[src/rtl/fetch_unit.sv]
// fetch_unit: instruction fetch stage. Owns the PC, issues one word request at a
// time over a req/gnt/rvalid handshake and buffers {word, pc} in a DEPTH-entry
// FIFO presented to the decoder with valid/ready. A redirect flushes the FIFO
// and, when a response is still in flight, drains it before refetching.
// Optional feature: define FETCH_PERF_CNT_EN to add the fetch_count port and
// its 32-bit delivered-instruction counter.
module fetch_unit #(
   parameter int             N        = 32,
   parameter logic [N-1:0]   RESET_PC = '0,
   parameter int             DEPTH    = 2
) (
   input  logic         clk,
   input  logic         rst,
   output logic         imem_req,
   output logic [N-1:0] imem_addr,
   input  logic         imem_gnt,
   input  logic         imem_rvalid,
   input  logic [31:0]  imem_rdata,
   input  logic         redirect,
   input  logic [N-1:0] redirect_pc,
   output logic         instr_valid,
   input  logic         instr_ready,
   output logic [31:0]  instruction,
   output logic [N-1:0] instr_pc
`ifdef FETCH_PERF_CNT_EN
   ,
   output logic [31:0]  fetch_count
`endif
);

   localparam int PTR_W = (DEPTH > 1) ? $clog2(DEPTH) : 1;
   localparam int CNT_W = PTR_W + 1;
   localparam logic [CNT_W-1:0] DEPTH_C    = CNT_W'(DEPTH);
   localparam logic [N-1:0]     ALIGN_MASK = ~N'(3);

   typedef enum logic [1:0] {
      S_IDLE  = 2'd0,   // nothing outstanding
      S_WAIT  = 2'd1,   // one request outstanding, response will be kept
      S_DRAIN = 2'd2    // one request outstanding, response will be dropped
   } state_t;

   state_t             state_q, state_d;
   logic [N-1:0]       fetch_pc_q, fetch_pc_d;   // next address to request
   logic [N-1:0]       req_pc_q, req_pc_d;       // pc of the outstanding request
   logic [PTR_W-1:0]   wr_ptr_q, wr_ptr_d;
   logic [PTR_W-1:0]   rd_ptr_q, rd_ptr_d;
   logic [CNT_W-1:0]   count_q, count_d;
   logic [31:0]        word_q [DEPTH];
   logic [N-1:0]       pc_q   [DEPTH];

   logic               push;
   logic               deq;
   logic               accept;
   logic [CNT_W-1:0]   count_after_push;

   // State register: FSM, PC, FIFO pointers and occupancy
   always_ff @(posedge clk) begin
      if (rst) begin
         state_q    <= S_IDLE;
         fetch_pc_q <= RESET_PC;
         req_pc_q   <= RESET_PC;
         wr_ptr_q   <= '0;
         rd_ptr_q   <= '0;
         count_q    <= '0;
      end else begin
         state_q    <= state_d;
         fetch_pc_q <= fetch_pc_d;
         req_pc_q   <= req_pc_d;
         wr_ptr_q   <= wr_ptr_d;
         rd_ptr_q   <= rd_ptr_d;
         count_q    <= count_d;
      end
   end

   // FIFO storage: contents need no reset, the head is qualified by occupancy
   always_ff @(posedge clk) begin
      if (push) begin
         word_q[wr_ptr_q] <= imem_rdata;
         pc_q[wr_ptr_q]   <= req_pc_q;
      end
   end

   // Next-state: handshake progress, FIFO bookkeeping, redirect override
   always_comb begin
      state_d    = state_q;
      fetch_pc_d = fetch_pc_q;
      req_pc_d   = req_pc_q;
      wr_ptr_d   = wr_ptr_q;
      rd_ptr_d   = rd_ptr_q;
      push       = 1'b0;
      accept     = imem_req && imem_gnt;

      case (state_q)
         S_IDLE: begin
            if (accept) state_d = S_WAIT;
         end
         S_WAIT: begin
            if (imem_rvalid) begin
               push    = 1'b1;
               state_d = accept ? S_WAIT : S_IDLE;
            end
         end
         S_DRAIN: begin
            if (imem_rvalid) state_d = S_IDLE;
         end
         default: state_d = S_IDLE;
      endcase

      if (accept) begin
         req_pc_d   = fetch_pc_q;
         fetch_pc_d = fetch_pc_q + N'(4);
      end
      if (push) wr_ptr_d = wr_ptr_q + PTR_W'(1);
      if (deq)  rd_ptr_d = rd_ptr_q + PTR_W'(1);
      count_d = count_q + CNT_W'(push) - CNT_W'(deq);

      // Redirect wins over everything: flush, drop any same-cycle response,
      // and drain a response that is still on its way.
      if (redirect) begin
         push       = 1'b0;
         wr_ptr_d   = '0;
         rd_ptr_d   = '0;
         count_d    = '0;
         fetch_pc_d = redirect_pc & ALIGN_MASK;
         state_d    = (state_q != S_IDLE && !imem_rvalid) ? S_DRAIN : S_IDLE;
      end
   end

   // Outputs: FIFO head, request strobe (WAIT may re-request on the response cycle)
   always_comb begin
      instr_valid      = (count_q != '0);
      instruction      = instr_valid ? word_q[rd_ptr_q] : 32'h0;
      instr_pc         = instr_valid ? pc_q[rd_ptr_q] : '0;
      imem_addr        = fetch_pc_q;
      deq              = instr_valid && instr_ready;
      count_after_push = count_q + CNT_W'(1) - CNT_W'(deq);
      imem_req         = 1'b0;
      if (!rst && !redirect) begin
         case (state_q)
            S_IDLE:  imem_req = (count_q < DEPTH_C);
            S_WAIT:  imem_req = imem_rvalid && (count_after_push < DEPTH_C);
            default: imem_req = 1'b0;
         endcase
      end
   end

`ifdef FETCH_PERF_CNT_EN
   logic [31:0] fetch_count_q, fetch_count_d;

   // Delivered-instruction counter: survives redirects, cleared only by reset
   always_comb begin
      fetch_count_d = fetch_count_q + 32'(deq);
   end

   // Counter register
   always_ff @(posedge clk) begin
      if (rst) fetch_count_q <= '0;
      else     fetch_count_q <= fetch_count_d;
   end

   assign fetch_count = fetch_count_q;
`endif

endmodule
[config.mk]
export PLATFORM = sky130hd
export DESIGN_NAME = fetch_unit
export DESIGN_NICKNAME = d
export VERILOG_FILES = /design/src/rtl/fetch_unit.sv
export SDC_FILE = /design/constraint.sdc
export NUM_CORES = 1
export LEC_CHECK = 0
export CAP_MARGIN = 10
export CORE_MARGIN = 2
export CORE_UTILIZATION = 53
export CTS_BUF_LIST = sky130_fd_sc_hd__clkbuf_4 sky130_fd_sc_hd__clkbuf_8
export CTS_CLUSTER_SIZE = 25
export DETAILED_ROUTE_END_ITERATION = 10
export HOLD_SLACK_MARGIN = 0.12
export PLACE_DENSITY = 0.82
export SYNTH_ARGS = -nofsm -noshare
export SYNTH_HDL_FRONTEND = slang
export SYNTH_SLANG_ARGS = --single-unit
[constraint.sdc]
create_clock -name clk -period 9.4 [get_ports clk]
set_clock_uncertainty 0.2 [all_clocks]
set_input_delay 2.35 -clock clk [delete_from_list [all_inputs] [get_ports clk]]
set_output_delay 2.35 -clock clk [all_outputs]
set_load 0.02 [all_outputs]
==> impl_metrics.tcl <==
set metrics [dict create \
    status "finished, final reports clean" \
    drive_above_1_share_pct 6.69 \
    dr.pass1.iters 5 \
    tns_ns 0 \
    path_common_cell "clkdlybuf4s50_1" \
    p_int_w 0.00122 \
    nets 897 \
    clk_path_buf_depth 2 \
    clock_latency_ns 0.45 \
    powerDensity_nw_per_um2 155 \
    yosys-mux-area-fraction_pct 7.99 \
    power_w 0.00158 \
    maxSlewViolCount 0 \
    fin_crit_sh_pct 74.9 \
    synth_xor_area_share_pct 0.765 \
    r2r_start "state_q[0]" \
    cp.required_ns 6.85 \
    multiInputGateArea_um2 2720 \
    cts_hold_buffers 0 \
    p_sw_w 0.000353 \
    endpoint_kind "output port" \
    syn_area_um2 8010 \
    yosysWarnings 0 \
    setup_ws_ns 2.36 \
    fmax_mhz 142 \
    hold_path_class "register to register" \
    final_cells 1021 \
    final_hold_viol_count 0 \
    ys_async_sr_fraction_pct 0 \
    irDropWorstVdd_mv 0.0752 \
    fp.dieW_um 127 \
    dpl.hpwl_mm 11.9 \
    h-tree-depth 4 \
    coreArea_um2 14600 \
    finalSetupViolCount 0 \
    vias 5866 \
    cts_tree "done" \
    dieArea_um2 16100 \
    max_stage_delay_ns 0.65 \
    yosys.area_share.simple_pct 13.7 \
    io_buffers 161 \
    slew_headroom_pct 26.2 \
    cts.sinks 191 \
    synth_edf_count 124 \
    antenna_found_initial 0 \
    seq_area_frac_synth_pct 63.2 \
    rsz0062_at_grt "no" \
    fillers 1064 \
    pwr-share-clk_pct 34.7 \
    cp_num_buf_inv 2 \
    seq_area_um2 5070 \
    ioPinCount 168 \
    tightest_slew_ns 1.11 \
    pwr-share-seq_pct 58.2 \
    placementRows 44 \
    arrival_ns 4.49 \
    antennaDiodeCount 0 \
    synth-seq-cells 191 \
    cts-root-buf "clkbuf_8" \
    synth_flop_cell "edfxtp_1" \
    crit_start "instr_ready" \
    final_cell_mix "clkdlybuf4s50_1, edfxtp_1, nand2_1" \
    dp_cells 988 \
    grtUsageTotal_pct 22.7 \
    cts_resized 0 \
    drc 0 \
    postSynthCellCount 683 \
    cts.clk_slew.worst_paths_ns 0.09 \
    grt_pass1_vias 5660 \
    ant_nets 0 \
    synth.distinct_cells 64 \
    p_leak_nw 3.29 \
    cts_setup_buffers 0 \
    p_comb_share_pct 7.1 \
    die_h_um 127 \
    synth_top_family_by_area "simple AND/OR/NAND/NOR gates" \
    max-cap-violations 0 \
    drtIter0Drc 349 \
    grt_pass1_wl_mm 28.7 \
    area.growth.synth_to_final_pct 26.8 \
    synth-adder-area-share_pct 0.468 \
    min_period_ns 7.04 \
    final_common_cell "clkdlybuf4s50_1" \
    syn_area_per_cell_um2 11.7 \
    post-route-util_pct 69.4 \
    hold_start "req_pc_q[12]" \
    crit_chain "clkdlybuf4s50_1 -> nor2b_1 -> nand4_2 -> a21oi_1 -> clkdlybuf4s50_1" \
    path_max_fanout 10 \
    dp_slack_ns 2.42 \
    routedWlPerCell_um 17.9 \
    crit_family "buffers and inverters" \
    cp-start-kind "input port" \
    wl_mm 18.3 \
    critPathSlowestCell "clkdlybuf4s50_1" \
    numCtsBuffers 17 \
    p_sw_share_pct 22.4 \
    initial_core_util_pct 54.7 \
    grt.overflow.total 0 \
    path_class "input port to output port" \
    synth_compound_area_share_pct 10.4 \
    grt_max_degree 64 \
    place.gp.congestion 0.875 \
    viasPerCell 5.75 \
]
metal layers:
metal / routed length, µm / share of wire, % / vias up / track usage (%)
li1: - / - / 2795 / -
met2: 9070 / 50 / 198 / 38.1
met3: 1070 / 5.9 / 11 / 6.03
met5: 0 / 0 / - / 0
met1: 7990 / 44 / 2862 / 29.5
met4: 150 / 0.82 / 0 / 5.88
per-stage QoR:
step                      area (µm²)  hold slack (ns)
after CTS                      10100            0.259
final                          10200            0.263
after global placement          9720            0.232
after global routing           10200            0.274
after detailed placement        9720            0.237
after floorplan                 8030            0.225
final timing paths:
kind | endpoint | slack [ns] | cells after the start
min reg2reg | pc_q[1][12] | 0.26 | 0
max | imem_req | 2.36 | 5
max reg2reg | word_q[1][20] | 6.68 | 3
min | pc_q[1][12] | 0.26 | 0
cells in the mapped netlist, drive strengths merged, types with 2 or more instances:
| cell | instances | area [µm²] |
|---|---|---|
| o21ai | 10 | 50.1 |
| a21oi | 46 | 241 |
| xor2 | 2 | 17.5 |
| nand2 | 84 | 315 |
| edfxtp | 124 | 3720 |
| a21o | 3 | 22.5 |
| mux2i | 64 | 641 |
| and4 | 9 | 78.8 |
| nand3b | 2 | 15.0 |
| clkbuf | 31 | 116 |
| xnor2 | 5 | 43.8 |
| nor2 | 75 | 282 |
| nor2b | 3 | 18.8 |
| buf | 20 | 114 |
| o31a | 2 | 17.5 |
| a22oi | 6 | 45.0 |
| nand2b | 3 | 18.8 |
| nor3 | 10 | 50.1 |
| nor4 | 2 | 12.5 |
| ha | 3 | 37.5 |
| o2111a | 4 | 45.0 |
| inv | 11 | 41.3 |
| a211o | 3 | 26.3 |
| a31oi | 6 | 37.5 |
| and2 | 2 | 12.5 |
| a211oi | 7 | 65.1 |
| or3 | 4 | 30.0 |
| and3 | 5 | 31.3 |
| o211ai | 2 | 15.0 |
| nand4 | 10 | 75.1 |
| or4 | 2 | 18.8 |
| dfxtp | 67 | 1340 |
| o22ai | 4 | 25.0 |
| a311oi | 4 | 41.3 |
| a32oi | 3 | 26.3 |
| a2111oi | 6 | 61.3 |
| a221oi | 3 | 26.3 |
| nand3 | 20 | 100 |
| o41ai | 2 | 17.5 |
final cells by class:
| type | instances | share of cell area, % |
|---|---|---|
| inverter | 11 | 0.406 |
| timing repair buffer | 170 | 16.6 |
| clock buffer | 21 | 2.84 |
| multi-input combinational | 433 | 26.7 |
| sequential | 191 | 49.9 |
| tap | 184 | 2.27 |
| clock inverter | 11 | 1.26 |
power by group through the flow:
stage	clock, W	sequential, W	combinational (W)
2_1_floorplan	0	0.000941	0.0000447
3_3_place_gp	0	0.000936	0.000107
3_5_place_dp	0	0.000937	0.000110
4_1_cts	0.000560	0.000918	0.000111
5_1_grt	0.000592	0.000921	0.000120
6_report	0.000547	0.000918	0.000112
cell families after synthesis:
kind of cell    Yosys count
simple gates            236
flops                   191
compound gates          119
mux                      64
buf+inv                  62
xor+xnor                  7
fa+ha+maj                 3
other cells               1
flip-flops by register name, indices dropped and copies added, names as in the netlist, named ones only:
name	cells
count_q	2
imem_addr	30
pc_q	60
rd_ptr_q	1
req_pc_q	30
state_q	2
word_q	64
wr_ptr_q	1
Note: power is estimated with default switching activity, not from simulation.
